[src/rtl/frame_tick_monitor.sv]
// Frame-clock receiver: synchronizes frame_clk, emits a tick per rising edge, measures
// the period, tracks lock and flags early/late edges. Optional macro: FRAME_MON_STATS_EN.
module frame_tick_monitor #(
  parameter int unsigned EXP_PERIOD  = 6252,
  parameter int unsigned TOL         = 16,
  parameter int unsigned LOCK_N      = 4,
  parameter int unsigned SYNC_STAGES = 2
) (
  input  logic        clk_in,
  input  logic        reset,
  input  logic        frame_clk,
  input  logic        err_clr,
  output logic        tick,
  output logic        locked,
  output logic [15:0] period,
  output logic [15:0] frame_cnt,
  output logic        err_early,
  output logic        err_late,
  output logic [7:0]  err_cnt
);

  localparam logic [16:0] LO = 17'(EXP_PERIOD) - 17'(TOL);
  localparam logic [16:0] HI = 17'(EXP_PERIOD) + 17'(TOL);

  typedef enum logic [1:0] {ACQ, TRACK, LOCKED} state_t;

  state_t                 state, state_nx;
  logic [SYNC_STAGES-1:0] sync;
  logic                   s_d;
  logic                   rise;
  logic [15:0]            pcnt;
  logic [16:0]            pcnt_w;
  logic [3:0]             good_cnt, good_cnt_nx;
  logic                   good, early, timeout;
  logic                   set_early, set_late, upd_period;

  assign rise   = sync[SYNC_STAGES-1] & ~s_d;
  assign pcnt_w = {1'b0, pcnt};
  assign good   = (pcnt_w >= LO) && (pcnt_w <= HI);
  assign early  = pcnt_w < LO;
  // Fires on the cycle pcnt steps to HI+1, so err_late is visible alongside that count.
  assign timeout = (pcnt_w == HI) && !rise;

  always_comb begin
    state_nx    = state;
    good_cnt_nx = good_cnt;
    set_early   = 1'b0;
    set_late    = 1'b0;
    upd_period  = 1'b0;
    unique case (state)
      ACQ: begin
        if (rise) begin
          state_nx    = TRACK;
          good_cnt_nx = '0;
        end
      end
      TRACK, LOCKED: begin
        if (rise) begin
          upd_period = 1'b1;
          if (good) begin
            if (state == TRACK) begin
              good_cnt_nx = good_cnt + 4'd1;
              if (good_cnt + 4'd1 == 4'(LOCK_N)) state_nx = LOCKED;
            end
          end else begin
            set_early   = early;
            good_cnt_nx = '0;
            state_nx    = TRACK;
          end
        end else if (timeout) begin
          set_late = 1'b1;
          state_nx = ACQ;
        end
      end
      default: state_nx = ACQ;
    endcase
  end

  always_ff @(posedge clk_in or negedge reset) begin
    if (!reset) begin
      state     <= ACQ;
      sync      <= '0;
      s_d       <= 1'b0;
      pcnt      <= '0;
      good_cnt  <= '0;
      tick      <= 1'b0;
      locked    <= 1'b0;
      period    <= '0;
      frame_cnt <= '0;
      err_early <= 1'b0;
      err_late  <= 1'b0;
    end else begin
      state    <= state_nx;
      sync     <= {sync[SYNC_STAGES-2:0], frame_clk};
      s_d      <= sync[SYNC_STAGES-1];
      good_cnt <= good_cnt_nx;
      tick     <= rise;
      locked   <= (state_nx == LOCKED);
      if (rise)               pcnt <= 16'd1;
      else if (pcnt != '1)    pcnt <= pcnt + 16'd1;
      if (upd_period)         period <= pcnt;
      if (rise)               frame_cnt <= frame_cnt + 16'd1;
      if (set_early)          err_early <= 1'b1;
      else if (err_clr)       err_early <= 1'b0;
      if (set_late)           err_late <= 1'b1;
      else if (err_clr)       err_late <= 1'b0;
    end
  end

`ifdef FRAME_MON_STATS_EN
  always_ff @(posedge clk_in or negedge reset) begin
    if (!reset)                                     err_cnt <= '0;
    else if ((set_early || set_late) && err_cnt != '1) err_cnt <= err_cnt + 8'd1;
  end
`else
  assign err_cnt = '0;
`endif

endmodule
[config.mk]
export PLATFORM = sky130hd
export DESIGN_NAME = frame_tick_monitor
export DESIGN_NICKNAME = d
export VERILOG_FILES = /design/src/rtl/frame_tick_monitor.sv
export SDC_FILE = /design/constraint.sdc
export NUM_CORES = 1
export LEC_CHECK = 0
export ABC_AREA = 1
export CAP_MARGIN = 20
export CORE_MARGIN = 4
export CORE_UTILIZATION = 58
export CTS_CLUSTER_DIAMETER = 40
export DETAILED_ROUTE_END_ITERATION = 10
export PLACE_DENSITY = 0.94
export SLEW_MARGIN = 10
export SYNTH_ARGS = -nofsm -noshare
export SYNTH_HDL_FRONTEND = slang
export SYNTH_SLANG_ARGS = --single-unit
[constraint.sdc]
create_clock -name clk_in -period 2.3 [get_ports clk_in]
set_input_delay 0.23 -clock clk_in [delete_from_list [all_inputs] [get_ports clk_in]]
set_output_delay 0.23 -clock clk_in [all_outputs]
set_load 0.02 [all_outputs]
* Yosys cells after proc, flatten, opt, wreduce, memory -nomap -nowiden *
Index checks and enable logic that the tools add are counted.

word-level totals
  bits of input ports = 4
  output and inout bits = 44
  register bits after elaboration = 61

cells by class
  eq/ne operators = 9
  add/sub/neg operators = 3
  reduce and logical (&&, ||, !) cells = 10
  $lt $le $gt $ge = 3
  bitwise logic cells = 2
  muxes and demuxes = 25

operators with widths
  kind                   number
  $add 16x1->16 const B  2
  $mux 16                2
  $eq 16x13->1 const B   1
  $ge 16x13->1 const B   1
  $le 16x13->1 const B   1
  $lt 16x13->1 const B   1
  $mux 4                 4
  $ne 16x16->1 const B   1
  $mux 2                 6
  $mux 1                 11
  $pmux 4 s2             1
  $reduce_bool 2->1      4
  $add 4x1->4 const B    1
  $eq 2x2->1 const B     2
  $eq 4x3->1 const B     1
  $ne 2x2->1 const B     2
  $pmux 2 s2             1
  $reduce_and 4->1       1
  $ne 3x3->1 const B     1
  $eq 2x1->1 const B     1
  $logic_and 1x1->1      2
  $logic_not 2->1        1
  $reduce_or 2->1        1
  $and 1x1->1            1
  2 further kinds        2

* Logic depth before layout (Yosys ltp) *
Gate-level depths: netlist of the first run.

  depth after elaboration = 8
  gate-level depth with buffers = 11

* Least setup slack after synthesis of the first run *
No wires, ideal clock.

  kind = reg-to-reg
  from = register frame_cnt[0]
  to = register frame_cnt[14]
  slack = 0.674 ns
  clock period less this slack = 1.626 ns
  stages on the path, launching flop included = 10
  path buffers = 0
  arrival = 1.497 ns
  data required time = 2.171 ns
  path through = dfrtp_1 ha_1 inv_1 nor2_4 nand2_2 nor3_4 nand2_2 nor2_2 nand2_1 xnor2_1

on the way
  word-level cells in the longest chain between the ends = 1

RTL lines
  element                 line  source
  from (decl)             16    output logic [15:0] frame_cnt,
  from (signal assigned)  102   if (rise) frame_cnt <= frame_cnt + 16'd1;
  $add 16x1->16           102

Every way passes these cells.
A chain may end at the register's enable or synchronous reset.

* Worst setup path after layout of the first run *
  from = register state[0]
  to = register good_cnt[0]

on the way
  word-level cells in the longest chain between the ends = 4

RTL lines
  element                                          line    source
  from (decl)                                      27      state_t state, state_nx;
  from (signal assigned)                           93      state <= state_nx;
  $eq 2x1->1 / $eq 2x2->1 (equally long branches)  50, 61
  $reduce_or 2->1                                  50      unique case (state)
  $ne 3x3->1 (no line) (tied with other cells)     -
  $reduce_and 4->1 (no line)                       -
  to (signal assigned)                             96      good_cnt <= good_cnt_nx;
  to (decl)                                        33      logic [3:0] good_cnt, good_cnt_nx;

Parallel ways exist; a longest one is shown, timed or not.

==> load_flow_metrics.sql, run 1 <==
INSERT INTO impl_metrics (metric_group, metric, value, unit) VALUES
('final_layout', 'instances_no_fill', '489', ''),
('clock_network', 'cts.path.max_buffers', '2', ''),
('place', 'place_inst', '472', ''),
('sta', 'final_hold_viol_count', '0', ''),
('logic_synthesis', 'synthesis.area_per_instance', '8.68', 'µm²'),
('power', 'comb_power_share', '23.4', '%'),
('logic_synthesis', 'area_fraction_in_compound_gates_after_synthesis', '8.14', '%'),
('drt', 'total_length_of_routed_met3_wires', '344', 'µm'),
('final_layout', 'sequential_cell_area', '1530', 'µm²'),
('worst_setup_path', 'regToRegSetupSlack', '0.46', 'ns'),
('clock_network', 'clock_tree.root_cell', 'sky130_fd_sc_hd__clkbuf_8', ''),
('sta', 'fin_crit', '1.84', 'ns'),
('power', 'net-switching-power', '998', 'µW'),
('logic_synthesis', 'ys_dominant_reg_cell', 'sky130_fd_sc_hd__dfrtp_1', ''),
('power', 'max-vdd-ir-drop', '0.796', 'mV'),
('logic_synthesis', 'cells_taking_the_most_area_after_synthesis', 'sky130_fd_sc_hd__dfrtp_1, sky130_fd_sc_hd__nand2_1, sky130_fd_sc_hd__inv_1', ''),
('floorplan', 'die_area', '6710', 'µm²'),
('floorplan', 'pin_count', '48', ''),
('place', 'placed_cell_area', '3610', 'µm²'),
('sta', 'finalSetupTns', '0', 'ns'),
('worst_setup_path', 'crit_path_end_kind', 'flip-flop', ''),
('power', 'p_clk_share', '32.8', '%'),
('worst_setup_path', 'reg2regPathDepth', '7', ''),
('power', 'p_per_area', '799', 'nW/µm²'),
('power', 'p_sw_share', '32.6', '%'),
('worst_setup_path', 'critical_path.endpoint', 'good_cnt[0]', ''),
('logic_synthesis', 'synth_simple_gate_area_share', '26.7', '%'),
('global_routing', 'grt_first_pass_wirelength', '11.8', 'mm'),
('floorplan', 'chipWidth', '81.9', 'µm'),
('sta', 'fin_clk_skew', '0.00573', 'ns'),
('logic_synthesis', 'portion_of_the_post_synthesis_area_used_by_sequential_elements', '48.2', '%'),
('clock_network', 'clkSinkCount', '61', ''),
('logic_synthesis', 'instance_count_of_the_mapped_netlist', '365', ''),
('drt', 'wl_met2', '3.44', 'mm'),
('sta', 'setup_violations', '0', ''),
('worst_setup_path', 'regToRegStartpoint', 'state[0]', ''),
('floorplan', 'placeableCoreArea', '5200', 'µm²'),
('worst_setup_path', 'worst-endpoint-arrival', '2.08', 'ns'),
('clock_network', 'cts_buffer_count', '9', ''),
('global_routing', 'global_route.usage.total', '23.6', '%'),
('logic_synthesis', 'yosys-top-cells-count', 'sky130_fd_sc_hd__nand2_1, sky130_fd_sc_hd__dfrtp_1, sky130_fd_sc_hd__inv_1', ''),
('global_routing', 'antenna_violations_before_repair', '0', ''),
('worst_setup_path', 'cp-startpoint', 'state[0]', ''),
('logic_synthesis', 'yosys-mux-area-fraction', '0', '%'),
('place', 'place_hpwl', '4.97', 'mm'),
('logic_synthesis', 'synth_top_family_by_area', 'simple AND/OR/NAND/NOR gates', ''),
('floorplan', 'placement_rows', '26', ''),
('logic_synthesis', 'synth_largest_type_area_fraction', '48.2', '%'),
('clock_network', 'cts_tree', 'built', ''),
('worst_setup_path', 'required_time_of_the_worst_setup_path', '2.54', 'ns'),
('place', 'quantity_of_i_o_buffers_inserted_on_ports', '39', ''),
('logic_synthesis', 'yosys.cell_count.top_type', 'sky130_fd_sc_hd__nand2_1', ''),
('sta', 'setup_ws', '0.460', 'ns'),
('sta', 'timing.fmax', '543', 'MHz'),
('clock_network', 'htree_num_levels', '3', ''),
('run_status', 'outcome', 'completed', ''),
('drt', 'route.vias.total', '2600', ''),
('worst_setup_path', 'reg2reg_to', 'good_cnt[0]', ''),
('drt', 'remaining_drc_errors', '0', ''),
('sta', 'timing.final.crit_share', '80.0', '%'),
('final_layout', 'antenna_cells', '0', ''),
('logic_synthesis', 'synth-xor-area-share', '4.42', '%'),
('drt', 'vias_per_cell', '5.32', ''),
('sta', 'setup_repair_after_global_routing_missed_its_margin', 'no', ''),
('power', 'power_report.internal_total', '2.06', 'mW'),
('final_layout', 'area_growth', '20.8', '%'),
('power', 'seq_power_share', '43.8', '%'),
('sta', 'finalMaxSlewViolations', '0', ''),
('drt', 'topRoutingLayerUsed', 'met4', ''),
('sta', 'relSlewSlack', '64.4', '%'),
('drt', 'ant_nets', '0', '');
[flip-flops by register name (all words and copies together), names as in the netlist]
name and cells:
frame_cnt 16, period 16, err_early 1, good_cnt 4
tick 1, sync 2, pcnt 16, s_d 1
locked 1, err_late 1, state 2
[power groups by stage]
| stage | Sequential, mW | Clock [mW] | Combinational [mW] |
|---|---|---|---|
| final | 1.34 | 1.00 | 0.715 |
| after global routing | 1.35 | 1.07 | 0.786 |
| after CTS | 1.33 | 1.00 | 0.719 |
| after detailed placement | 1.35 | 0 | 0.701 |
| after global placement | 1.34 | 0 | 0.670 |
| after floorplan | 1.43 | 0 | 0.334 |
[metrics by stage]
step	util (%)	hold WS [ns]	total power [mW]
5_1_grt	73.5	0.349	3.21
4_1_cts	73.5	0.327	3.06
2_1_floorplan	-	-0.0656	1.76
3_3_place_gp	69.3	0.154	2.01
3_5_place_dp	69.3	0.160	2.05
6_report	73.5	0.328	3.06
[layout by cell type (no fill, tap or decap), drive strengths merged, types with 8 or more instances in the layout]
cell	instances
a21oi	11
clkdlybuf4s50	38
nand4	8
dfrtp	61
inv	51
nor2	32
o21ai	29
nand3	30
nand2	85
conb	8
xor2	10
clkbuf	12
ha	8
[cells by family (layout without fill, tap and decap cells)]
| family | count (synthesis) | after routing |
|---|---|---|
| buffers and inverters | 66 | 113 |
| and+or+nand+nor | 165 | 165 |
| xor gates and xnor gates | 16 | 16 |
| DFF | 61 | 61 |
| other | 1 | 8 |
| adders and majority gates | 8 | 8 |
| AOI/OAI and AO/OA | 48 | 48 |
[metal layers]
layer,vias to the layer above,track usage [%]
met5,-,0
met2,83,38.1
met4,0,12.6
met3,16,3.84
li1,1253,-
met1,1248,30.3
[worst min path at each step]
| stage | from | end | slack, ns | depth (start not counted) |
|---|---|---|---|---|
| floorplan | reset | err_early | -0.07 | 0 |
| global placement | reset | pcnt[5] | 0.15 | 1 |
| detailed placement | reset | pcnt[6] | 0.16 | 1 |
| CTS | reset | frame_cnt[3] | 0.33 | 2 |
| global route | frame_clk | sync[0] | 0.35 | 1 |
| finish | reset | pcnt[5] | 0.33 | 2 |
[repair_timing]
action                                 in CTS  in global routing
hold buffers                                1                  0
resized for setup                           0                  0
endpoints found under the hold margin      15                  0
setup endpoints to repair                   0                  0
buffers inserted                            0                  0
[cell type report]
class | instances | area share (%)
clock buffer | 12 | 4.32
clock inverter | 4 | 1.18
inverter | 52 | 5.13
multi-input combinational | 245 | 35.9
sequential | 61 | 39.9
tap | 70 | 2.29
timing repair buffer | 45 | 11.3
[critical path, stage by stage, from the launching register on]
cell                      delay [ns]
sky130_fd_sc_hd__dfrtp_1        0.43
sky130_fd_sc_hd__inv_1          0.07
sky130_fd_sc_hd__ha_1           0.38
sky130_fd_sc_hd__inv_1          0.15
sky130_fd_sc_hd__a21oi_1        0.45
sky130_fd_sc_hd__nand2_4        0.10
sky130_fd_sc_hd__nand2_1        0.08
sky130_fd_sc_hd__nand2_1        0.06
Note: power is estimated with default switching activity, not from simulation.
==> inputs of run 2 (changes only) <==
--- a/config.mk
+++ b/config.mk
@@ -8,10 +8,10 @@
 export ABC_AREA = 1
 export CAP_MARGIN = 20
 export CORE_MARGIN = 4
-export CORE_UTILIZATION = 58
+export CORE_UTILIZATION = 49
 export CTS_CLUSTER_DIAMETER = 40
 export DETAILED_ROUTE_END_ITERATION = 10
-export PLACE_DENSITY = 0.94
+export PLACE_DENSITY = 0.85
 export SLEW_MARGIN = 10
 export SYNTH_ARGS = -nofsm -noshare
 export SYNTH_HDL_FRONTEND = slang
==> constraint.sdc (replaced) <==
create_clock -name clk_in -period 1.6 [get_ports clk_in]
set_input_delay 0.16 -clock clk_in [delete_from_list [all_inputs] [get_ports clk_in]]
set_output_delay 0.16 -clock clk_in [all_outputs]
set_load 0.02 [all_outputs]
==> run 2 against run 1 <==
  * Cell count rose by 5.9%
  * Utilization fell by 8.8 points
  * Largest power group unchanged
  * Count of clock-buffer cells in the layout rose by 1
  * Total power rose by 44%
  * Routed wire length rose by 5.2%
==> load_flow_metrics.sql, run 2 (synthesized netlist as in run 1, its figures left out) <==
INSERT INTO impl_metrics (metric_group, metric, value, unit) VALUES
('drt', 'total_length_of_routed_met3_wires', '331', 'µm'),
('worst_setup_path', 'cp-start-kind', 'flip-flop', ''),
('global_routing', 'first_global_vias', '2557', ''),
('clock_network', 'clkSinkCount', '61', ''),
('final_layout', 'top_regs', 'frame_cnt (16), pcnt (16), period (16)', ''),
('clock_network', 'clock_tree.root_cell', 'sky130_fd_sc_hd__clkbuf_8', ''),
('global_routing', 'global_route.usage.total', '19.5', '%'),
('floorplan', 'placement_rows', '29', ''),
('sta', 'setup_ws', '0.0327', 'ns'),
('power', 'max-vdd-ir-drop', '0.976', 'mV'),
('clock_network', 'cts.path.max_buffers', '2', ''),
('place', 'finalWeightedCongestion', '0.918', ''),
('clock_network', 'htree_num_levels', '3', ''),
('sta', 'final_hold_viol_count', '0', ''),
('place', 'place_hpwl', '5.01', 'mm'),
('clock_network', 'clk_transition_reported_paths', '0.07', 'ns'),
('floorplan', 'die_area', '7820', 'µm²'),
('floorplan', 'floorplan.die.height', '88.4', 'µm'),
('power', 'p_per_area', '1080', 'nW/µm²'),
('drt', 'topRoutingLayerUsed', 'met4', ''),
('worst_setup_path', 'crit_slowest_cell', 'sky130_fd_sc_hd__dfrtp_1', ''),
('final_layout', 'design.final.nets', '448', ''),
('run', 'max_capacitance_violation_count', '0', ''),
('worst_setup_path', 'required_time_of_the_worst_setup_path', '1.84', 'ns'),
('worst_setup_path', 'cp_max_fo', '7', ''),
('worst_setup_path', 'critical_path_buf_inv_count', '0', ''),
('sta', 'finalMaxSlewViolations', '0', ''),
('drt', 'totalWireLength', '7.32', 'mm'),
('drt', 'firstDrtPassIters', '4', ''),
('floorplan', 'placeableCoreArea', '6310', 'µm²'),
('sta', 'timing.final.crit_share', '98.0', '%'),
('drt', 'wl_met1', '3.28', 'mm'),
('power', 'p_total', '4.41', 'mW'),
('clock_network', 'cts_buffer_count', '9', ''),
('drt', 'route.vias.total', '2695', ''),
('run_status', 'outcome', 'completed', ''),
('sta', 'timing.fmax', '638', 'MHz'),
('worst_setup_path', 'criticalPathCategory', 'reg -> reg', ''),
('drt', 'vias_per_cell', '5.20', ''),
('floorplan', 'initial_core_util', '50.2', '%'),
('final_layout', 'area_growth', '28.9', '%'),
('final_layout', 'layout.cells.most_common', 'sky130_fd_sc_hd__nand2_1', ''),
('sta', 'setup_violations', '0', ''),
('floorplan', 'chipWidth', '88.4', 'µm'),
('drt', 'remaining_drc_errors', '0', ''),
('final_layout', 'drive_gt1_share', '22.2', '%'),
('global_routing', 'grt_first_pass_wirelength', '11.7', 'mm'),
('place', 'worst_slack_after_detailed_placement', '-0.0169', 'ns'),
('final_layout', 'antenna_cells', '0', ''),
('sta', 'setup_repair_after_global_routing_missed_its_margin', 'yes', ''),
('drt', 'drt-wirelength-per-cell', '14.1', 'µm'),
('global_routing', 'largest_net_degree_at_the_start_of_global_routing', '49', ''),
('global_routing', 'gr-total-overflow', '0', ''),
('worst_setup_path', 'cp_top_family', 'simple AND/OR/NAND/NOR gates', ''),
('floorplan', 'pin_count', '48', ''),
('power', 'total_leakage_power', '2.04', 'nW'),
('worst_setup_path', 'worst-endpoint-arrival', '1.81', 'ns'),
('clock_network', 'clock_insertion_delay_worst_skew', '0.35', 'ns'),
('clock_network', 'cts_tree', 'built', ''),
('global_routing', 'antenna_violations_before_repair', '0', ''),
('sta', 'fin_clk_skew', '0.00779', 'ns'),
('place', 'quantity_of_i_o_buffers_inserted_on_ports', '39', ''),
('worst_setup_path', 'critical_path_s_most_frequent_cell', 'sky130_fd_sc_hd__nand2_1', ''),
('drt', 'ant_nets', '0', ''),
('sta', 'fin_crit', '1.57', 'ns'),
('worst_setup_path', 'worst_path_largest_cell_delay', '0.41', 'ns'),
('min_path', 'worst_hold_path_type', 'in -> async', ''),
('worst_setup_path', 'crit_path_end_kind', 'flip-flop', ''),
('drt', 'wl_met2', '3.47', 'mm'),
('worst_setup_path', 'cp_cell_sequence', 'nor2_1, nand2_1, nor2_4, nand2_1, nand2_2, nand2_4, nand4_4, nand2_4, nand2_1, nand2_1', ''),
('final_layout', 'mostFrequentLayoutCells', 'sky130_fd_sc_hd__nand2_1, sky130_fd_sc_hd__dfrtp_1, sky130_fd_sc_hd__inv_1, sky130_fd_sc_hd__clkdlybuf4s50_1, sky130_fd_sc_hd__o21ai_0', ''),
('drt', 'drt_first_iter_violations', '129', '');
## run 2: cell count changes in the layout (fill, tap and decap cells not counted), moves of 5 or more
cell,previous run,this run
sky130_fd_sc_hd__buf_4,5,25
sky130_fd_sc_hd__inv_2,2,7
sky130_fd_sc_hd__clkdlybuf4s50_1,38,33
sky130_fd_sc_hd__dfrtp_1,61,53
sky130_fd_sc_hd__inv_1,49,44
sky130_fd_sc_hd__dfrtp_2,0,8
## run 2: final timing paths
check | startpoint | endpoint | slack, ns | cells after the start
worst max-delay path | pcnt[15] | good_cnt[2] | 0.03 | 10
worst min-delay path | reset | frame_cnt[15] | 0.25 | 2
worst max register to register | pcnt[15] | good_cnt[2] | 0.03 | 10
worst min register to register | sync[0] | sync[1] | 0.34 | 0
max in group asynchronous | reset | frame_cnt[0] | 0.75 | 3
min in group clk_in | frame_clk | sync[0] | 0.30 | 1
## run 2: area by class of cell
class / instances / area [µm²]
timing repair buffer: 67 / 628
multi-input combinational: 245 / 1430
sequential: 61 / 1540
inverter: 52 / 196
tap: 77 / 96.3
clock buffer: 13 / 179
clock inverter: 3 / 17.5
fill: 485 / 2230
## run 2: where the power goes
| group | internal (mW) | total [mW] | leakage (nW) | switching, mW |
|---|---|---|---|---|
| logic | 0.513 | 1.19 | 1.13 | 0.680 |
| clock network | 0.726 | 1.33 | 0.101 | 0.607 |
| registers | 1.73 | 1.89 | 0.809 | 0.160 |
| total | 2.97 | 4.41 | 2.04 | 1.45 |
## run 2: what timing repair did
item | in CTS | in global routing
hold buffers | 1 | 0
setup buffers | 3 | 11
gates resized for setup | 2 | 29
hold endpoints to repair | 13 | 0
pin swaps | 1 | 11
setup endpoints to repair | 4 | 37
## run 2: metal layers
| layer | GRT usage (%) | vias up |
|---|---|---|
| met5 | 0 | - |
| met4 | 10.6 | 0 |
| met3 | 3.82 | 25 |
| met2 | 30.3 | 89 |
| met1 | 25.9 | 1286 |
| li1 | - | 1295 |
## run 2: metrics by stage
step	std cells	cell area, µm²	setup TNS, ns	hold slack [ns]	util (%)
finish	518	4090	0	0.254	64.7
global route	518	4090	-0.566	0.298	64.7
CTS	507	3920	0	0.265	62.0
detailed placement	487	3690	-0.0169	0.0839	58.5
global placement	487	3690	0	0.0745	58.5
floorplan	372	3200	0	-0.136	-
## run 2: worst reg2reg max path, delay by kind of cell (launching register included)
kind          cells  cell delay, ns
flops             1            0.41
simple gates     10            1.05
